<file path="src/rtl/led_phase_scheduler.sv">
// Alternating RED/IR LED phase scheduler: settles the AFE, averages ADC samples per phase
// and publishes per-colour results; new settings are latched only at a frame boundary.
module led_phase_scheduler #(
  parameter int unsigned SETTLE_CYC  = 3,
  parameter int unsigned SAMPLE_LOG2 = 2
) (
  input  logic       CLK,
  input  logic       rst_n,
  input  logic       enable,
  input  logic       cfg_load,
  input  logic [6:0] cfg_red_dc,
  input  logic [3:0] cfg_red_pga,
  input  logic [6:0] cfg_ir_dc,
  input  logic [3:0] cfg_ir_pga,
  input  logic [7:0] ADC,
  output logic       LED_RED,
  output logic       LED_IR,
  output logic [6:0] DC_Comp,
  output logic [3:0] PGA_Gain,
  output logic [7:0] RED_ADC_Value,
  output logic [7:0] IR_ADC_Value,
  output logic       frame_done,
  output logic       busy
);

  localparam logic [2:0] ST_IDLE       = 3'd0;
  localparam logic [2:0] ST_RED_SETTLE = 3'd1;
  localparam logic [2:0] ST_RED_SAMPLE = 3'd2;
  localparam logic [2:0] ST_IR_SETTLE  = 3'd3;
  localparam logic [2:0] ST_IR_SAMPLE  = 3'd4;

  localparam logic [3:0] SETTLE_LAST = 4'(SETTLE_CYC - 1);
  localparam logic [3:0] SAMPLE_LAST = 4'((1 << SAMPLE_LOG2) - 1);

  logic [2:0]  r_state;
  logic [3:0]  r_cnt;
  logic [11:0] r_acc;
  logic [6:0]  r_sh_red_dc, r_sh_ir_dc, r_wk_red_dc, r_wk_ir_dc;
  logic [3:0]  r_sh_red_pga, r_sh_ir_pga, r_wk_red_pga, r_wk_ir_pga;
  logic        r_led_red, r_led_ir, r_frame_done, r_busy;
  logic [6:0]  r_dc;
  logic [3:0]  r_pga;
  logic [7:0]  r_red_val, r_ir_val;

  logic [2:0]  w_state_d;
  logic [3:0]  w_cnt_d;
  logic [11:0] w_acc_d, w_sum;
  logic [7:0]  w_avg;
  logic        w_settle_last, w_sample_last, w_start, w_red_wr, w_ir_wr;
  logic [6:0]  w_sh_red_dc, w_sh_ir_dc, w_wk_red_dc, w_wk_ir_dc, w_dc_d;
  logic [3:0]  w_sh_red_pga, w_sh_ir_pga, w_wk_red_pga, w_wk_ir_pga, w_pga_d;
  logic        w_led_red_d, w_led_ir_d;

  // Shadow values seen this cycle include a same-cycle cfg_load, so a load coinciding
  // with frame entry is used by that frame.
  always_comb begin
    w_sh_red_dc  = cfg_load ? cfg_red_dc  : r_sh_red_dc;
    w_sh_red_pga = cfg_load ? cfg_red_pga : r_sh_red_pga;
    w_sh_ir_dc   = cfg_load ? cfg_ir_dc   : r_sh_ir_dc;
    w_sh_ir_pga  = cfg_load ? cfg_ir_pga  : r_sh_ir_pga;
  end

  always_comb begin
    w_sum         = r_acc + {4'd0, ADC};
    w_avg         = 8'(w_sum >> SAMPLE_LOG2);
    w_settle_last = (r_cnt == SETTLE_LAST);
    w_sample_last = (r_cnt == SAMPLE_LAST);
    w_state_d     = r_state;
    w_cnt_d       = r_cnt + 4'd1;
    w_acc_d       = r_acc;
    w_start       = 1'b0;
    w_red_wr      = 1'b0;
    w_ir_wr       = 1'b0;
    case (r_state)
      ST_IDLE: begin
        w_cnt_d = 4'd0;
        if (enable) begin
          w_state_d = ST_RED_SETTLE;
          w_start   = 1'b1;
        end
      end
      ST_RED_SETTLE: begin
        if (w_settle_last) begin
          w_state_d = ST_RED_SAMPLE;
          w_cnt_d   = 4'd0;
          w_acc_d   = 12'd0;
        end
      end
      ST_RED_SAMPLE: begin
        w_acc_d = w_sum;
        if (w_sample_last) begin
          w_state_d = ST_IR_SETTLE;
          w_cnt_d   = 4'd0;
          w_red_wr  = 1'b1;
        end
      end
      ST_IR_SETTLE: begin
        if (w_settle_last) begin
          w_state_d = ST_IR_SAMPLE;
          w_cnt_d   = 4'd0;
          w_acc_d   = 12'd0;
        end
      end
      ST_IR_SAMPLE: begin
        w_acc_d = w_sum;
        if (w_sample_last) begin
          w_cnt_d = 4'd0;
          w_ir_wr = 1'b1;
          if (enable) begin
            w_state_d = ST_RED_SETTLE;
            w_start   = 1'b1;
          end else begin
            w_state_d = ST_IDLE;
          end
        end
      end
      default: begin
        w_state_d = ST_IDLE;
        w_cnt_d   = 4'd0;
        w_acc_d   = 12'd0;
      end
    endcase
  end

  // Outputs are registered from the next state so they line up with the state register.
  always_comb begin
    w_wk_red_dc  = w_start ? w_sh_red_dc  : r_wk_red_dc;
    w_wk_red_pga = w_start ? w_sh_red_pga : r_wk_red_pga;
    w_wk_ir_dc   = w_start ? w_sh_ir_dc   : r_wk_ir_dc;
    w_wk_ir_pga  = w_start ? w_sh_ir_pga  : r_wk_ir_pga;
    w_led_red_d  = (w_state_d == ST_RED_SETTLE) || (w_state_d == ST_RED_SAMPLE);
    w_led_ir_d   = (w_state_d == ST_IR_SETTLE) || (w_state_d == ST_IR_SAMPLE);
    w_dc_d       = 7'd0;
    w_pga_d      = 4'd0;
    if (w_led_red_d) begin
      w_dc_d  = w_wk_red_dc;
      w_pga_d = w_wk_red_pga;
    end else if (w_led_ir_d) begin
      w_dc_d  = w_wk_ir_dc;
      w_pga_d = w_wk_ir_pga;
    end
  end

  always_ff @(posedge CLK or negedge rst_n) begin
    if (!rst_n) begin
      r_state      <= ST_IDLE;
      r_cnt        <= 4'd0;
      r_acc        <= 12'd0;
      r_sh_red_dc  <= 7'd0;
      r_sh_red_pga <= 4'd0;
      r_sh_ir_dc   <= 7'd0;
      r_sh_ir_pga  <= 4'd0;
      r_wk_red_dc  <= 7'd0;
      r_wk_red_pga <= 4'd0;
      r_wk_ir_dc   <= 7'd0;
      r_wk_ir_pga  <= 4'd0;
      r_led_red    <= 1'b0;
      r_led_ir     <= 1'b0;
      r_dc         <= 7'd0;
      r_pga        <= 4'd0;
      r_red_val    <= 8'd0;
      r_ir_val     <= 8'd0;
      r_frame_done <= 1'b0;
      r_busy       <= 1'b0;
    end else begin
      r_state      <= w_state_d;
      r_cnt        <= w_cnt_d;
      r_acc        <= w_acc_d;
      r_sh_red_dc  <= w_sh_red_dc;
      r_sh_red_pga <= w_sh_red_pga;
      r_sh_ir_dc   <= w_sh_ir_dc;
      r_sh_ir_pga  <= w_sh_ir_pga;
      r_wk_red_dc  <= w_wk_red_dc;
      r_wk_red_pga <= w_wk_red_pga;
      r_wk_ir_dc   <= w_wk_ir_dc;
      r_wk_ir_pga  <= w_wk_ir_pga;
      r_led_red    <= w_led_red_d;
      r_led_ir     <= w_led_ir_d;
      r_dc         <= w_dc_d;
      r_pga        <= w_pga_d;
      r_frame_done <= w_ir_wr;
      r_busy       <= (w_state_d != ST_IDLE);
      if (w_red_wr) r_red_val <= w_avg;
      if (w_ir_wr)  r_ir_val  <= w_avg;
    end
  end

  assign LED_RED       = r_led_red;
  assign LED_IR        = r_led_ir;
  assign DC_Comp       = r_dc;
  assign PGA_Gain      = r_pga;
  assign RED_ADC_Value = r_red_val;
  assign IR_ADC_Value  = r_ir_val;
  assign frame_done    = r_frame_done;
  assign busy          = r_busy;

endmodule

</file>
<file path="config.mk">
export PLATFORM = sky130hd
export DESIGN_NAME = led_phase_scheduler
export DESIGN_NICKNAME = d
export VERILOG_FILES = /design/src/rtl/led_phase_scheduler.sv
export SDC_FILE = /design/constraint.sdc
export NUM_CORES = 1
export LEC_CHECK = 0
export BUFFER_PORTS_ARGS = -buffer_cell sky130_fd_sc_hd__buf_2
export CAP_MARGIN = 20
export CORE_MARGIN = 8
export CORE_UTILIZATION = 50
export CTS_CLUSTER_SIZE = 24
export DETAILED_ROUTE_END_ITERATION = 10
export GPL_TIMING_DRIVEN = 0
export PLACE_DENSITY = 0.71
export SYNTH_ARGS = -nofsm -noshare
export SYNTH_HDL_FRONTEND = slang
export SYNTH_SLANG_ARGS = --single-unit
</file>
<file path="constraint.sdc">
create_clock -name CLK -period 2.2 [get_ports CLK]
set_input_delay 0 -clock CLK [delete_from_list [all_inputs] [get_ports CLK]]
set_output_delay 0 -clock CLK [all_outputs]
set_load 0.01 [all_outputs]
</file>
==> qor.yml <==
logic_synthesis:
  synth-compound-area-share_pct: 11.49
  syn_area_mm2: 0.003976
  synth-seq-area-share_pct: 57.90
  synth_mux_area_share_pct: 15.23
  post_synth.cell_area_avg_um2: 12.83
  synth_largest_area_cell: "dfrtp_1"
  synth_seq_cells: 92
  synth_top_area_share_pct: 57.90
  synthDistinctLibCells: 46
  yosys_most_used_dff: "dfrtp_1"
  synth_top_family_by_area: "multiplexers"
  netlist_instances: 310
  synth_xor_area_share_pct: 1.982
  post_synth_main_area_contributors: "dfrtp_1 58%, mux2_2 7.9%, mux2_1 3.4%"
  adder_cell_fraction_of_synth_area_pct: 3.650
  async_reset_ff_share_pct: 100.0
  yosysWarningCount: 0
  yosys.area_share.simple_pct: 5.664
  synthesis.nets: 355
  synth-edff-count: 0
drt:
  vias: 2718
  wl_per_cell_um: 15.79
  drt_pre_antenna_iters: 4
  totalWireLength_um: 8307
  post_drt_via_cell_ratio: 5.167
  drt_initial_violations: 136
  route.antenna.remaining_nets: 0
  detail_route.drc_violations: 0
timing:
  worst_pin_slew_ns: 0.6980
  timing.setup.tns_ns: -0.0004508
  final_hold_violating_endpoints: 0
  setup_viol: 1
  worst_clock_skew_ns: 0.01108
  final_critical_path_setup_slack_ns: -0.0004508
  count_of_pins_over_their_slew_limit: 0
  finalWorstPathRequiredPeriod_ns: 2.200
  max_slew_margin_pct: 53.47
  min_period_over_period_pct: 100.0
  hold_ws_ns: 0.01504
  maximum_clock_rate_mhz: 454.5
  rsz0062_at_grt: "true"
floorplan:
  std_cell_rows: 32
  initial_utilization_pct: 51.46
  fp.coreArea_mm2: 0.007727
  io-pin-count: 65
  fp.dieW_um: 105.2
  die_h_um: 105.2
  design.die.area_mm2: 0.01106
power_and_ir_drop:
  power.total_mw: 6.464
  register_share_of_total_power_pct: 40.4
  vdd_drop_max_v: 0.0007339
  p_sw_mw: 2.359
  clkPwrFrac_pct: 16.8
  leakagePower_nw: 2.410
  switching_share_pct: 36.50
  power.density_cell_area_mw_per_mm2: 1285
  cell_internal_pwr_mw: 4.104
  comb_power_share_pct: 42.8
global_routing:
  grt-ovfl-total: 0
  grtUsageMet2_pct: 24.84
  global_route.usage.met1_pct: 19.26
  busiest_layer: "met2"
  grt_util_all_layers_pct: 15.32
  vias_in_the_first_global_route: 2864
  global_route.usage.met3_pct: 3.624
  grt_start_max_net_pins: 76
  grt_pass1_wl_um: 13920
  grt_antenna_before_repair: 0
cts:
  numCtsBuffers: 9
  cts_tree: "yes"
  clockBufferDepth: 2
  root_buffer: "clkbuf_8"
  htree_levels: 3
  cts.sinks: 92
  worstSkewPairLatency_ns: 0.35
  clkSlewWorstSetupHoldPaths_ns: 0.09
placed_design:
  dp_slack_ns: -0.04176
  gp_congestion: 0.8233
  place.port_buffers: 64
  total_half_perimeter_wirelength_after_legalization_and_detailed_placement_um: 5672
critical_path:
  reg2reg_depth: 8
  worst_r2r_startpoint: "r_acc[0]"
  path_class: "flop to flop"
  r2r_slack_ns: -0.0005
  timing.critical_path.from_type: "flop"
  worstSetupEndpoint: "RED_ADC_Value[6]"
  cp_data_arrival_time_ns: 2.44
  timing.critical_path.to_type: "flop"
  critical_path_required_ns: 2.44
  startpoint: "r_acc[0]"
  capture_point_of_the_worst_reg_to_reg_path: "RED_ADC_Value[6]"
  cp_max_fo: 4
final_layout:
  post_route_cells_drive_above_1_share_pct: 33.73
  finalNetCount: 464
  antenna_cells_inserted: 0
  ff_latch_area_mm2: 0.002302
  areaGrowthSynthToFinish_pct: 26.49
  multiInputGateArea_mm2: 0.001580
  fill_cells: 617
  post-route-util_pct: 65.09
run_status:
  violations: "negative setup slack"
  run_status: "finished, violations left"
run:
  max_cap_violations: 0
hold_path:
  holdCritPathClass: "input pin to flop"
layout make-up:
cell class	instances	share of cell area, %
multi-input combinational	181	31.42
buffer	10	1.318
clock buffer	9	2.463
clock inverter	7	1.343
timing repair buffer	98	13.13
tap	102	2.537
inverter	27	2.015
sequential	92	45.77
layer usage:
layer,part of all wire [%],up-vias
li1,-,1301
met3,3.9,11
met4,1.5,0
met2,49,51
met1,45,1355
met5,0,-
timing repair:
item / 4_1_cts / 5_1_grt
gates cloned: 0 / 0
setup endpoints to repair: 10 / 14
hold endpoints to repair: 114 / 0
buffers inserted: 1 / 7
pin swaps: 1 / 6
resized for setup: 1 / 18
hold buffers: 25 / 0
placed cells by master (no fill, tap or decap), types with 3 or more instances in the layout:
cell | netlist | layout
o21ai_1 | 8 | 8
buf_4 | 0 | 9
nor2_1 | 14 | 14
xnor2_1 | 6 | 6
a21oi_1 | 8 | 8
inv_6 | 0 | 4
a31oi_1 | 3 | 3
dlygate4sd3_1 | 0 | 25
buf_2 | 1 | 64
a2bb2o_1 | 11 | 11
nand3_1 | 6 | 6
mux2_2 | 28 | 27
dfrtp_1 | 92 | 92
o21a_1 | 3 | 3
o21ai_0 | 10 | 10
xor2_1 | 3 | 3
a22o_1 | 5 | 5
mux2_1 | 12 | 8
mux2i_1 | 11 | 11
inv_1 | 25 | 24
clkbuf_8 | 0 | 9
mux2_4 | 3 | 8
inv_2 | 2 | 3
nand2b_1 | 3 | 3
nand2_1 | 12 | 12
clkbuf_1 | 5 | 4
ha_1 | 10 | 7
a21o_1 | 3 | 3
cell families after synthesis:
group	count (synthesis)
xor gates and xnor gates	9
muxes	54
DFF	92
adders and majority gates	11
AOI/OAI and AO/OA	62
buffers and inverters	37
and+or+nand+nor	45
power groups by stage:
stage | Combinational, mW | Sequential (mW) | Clock, mW
2_1_floorplan | 1.66 | 2.72 | 0
3_3_place_gp | 2.47 | 2.61 | 0
3_5_place_dp | 2.54 | 2.63 | 0
4_1_cts | 2.62 | 2.60 | 1.12
5_1_grt | 3.06 | 2.67 | 1.19
6_report | 2.77 | 2.61 | 1.09
registers in the layout (all words and copies together), names as in the netlist:
| signal | cells |
|---|---|
| r_acc | 10 |
| r_wk_red_pga | 4 |
| RED_ADC_Value | 8 |
| r_wk_red_dc | 7 |
| IR_ADC_Value | 8 |
| r_state | 3 |
| PGA_Gain | 4 |
| r_wk_ir_pga | 4 |
| LED_IR | 1 |
| DC_Comp | 7 |
| r_sh_red_pga | 4 |
| r_sh_ir_dc | 7 |
| r_cnt | 4 |
| frame_done | 1 |
| r_wk_ir_dc | 7 |
| busy | 1 |
| LED_RED | 1 |
| r_sh_ir_pga | 4 |
| r_sh_red_dc | 7 |
worst max-delay path, stage by stage, from the launching register on:
cell	delay, ns
dfrtp_1	0.42
ha_4	0.17
inv_2	0.06
fa_2	0.22
nor2b_2	0.05
o31a_1	0.35
o41ai_4	0.38
xnor2_1	0.15
mux2_4	0.28
stage by stage:
stage	instances	cell area, um2
after floorplan	310	3976
after global placement	476	4424
after detailed placement	477	4454
after global routing	526	5030
after CTS	519	4910
final	526	5030
synth_stat cells (5+ instances only):
master    number
a2bb2o_1      11
mux2_1        12
clkbuf_1       5
nand3_1        6
mux2i_1       11
o21ai_0       10
nand2_1       12
a22o_1         5
o21ai_1        8
inv_1         25
nor2_1        14
mux2_2        28
a21oi_1        8
ha_1          10
dfrtp_1       92
xnor2_1        6
worst min path at each step:
| stage | start | end | slack (ns) | depth (start not counted) |
|---|---|---|---|---|
| 2_1_floorplan | rst_n | DC_Comp[0] | -0.30 | 0 |
| 3_3_place_gp | cfg_ir_dc[0] | r_sh_ir_dc[0] | 0.25 | 2 |
| 3_5_place_dp | rst_n | r_sh_red_dc[4] | -0.11 | 1 |
| 4_1_cts | enable | busy | 0.0003 | 3 |
| 5_1_grt | ADC[0] | r_acc[0] | 0.03 | 3 |
| 6_report | enable | busy | 0.02 | 3 |
(Power assumes the default switching activity.)
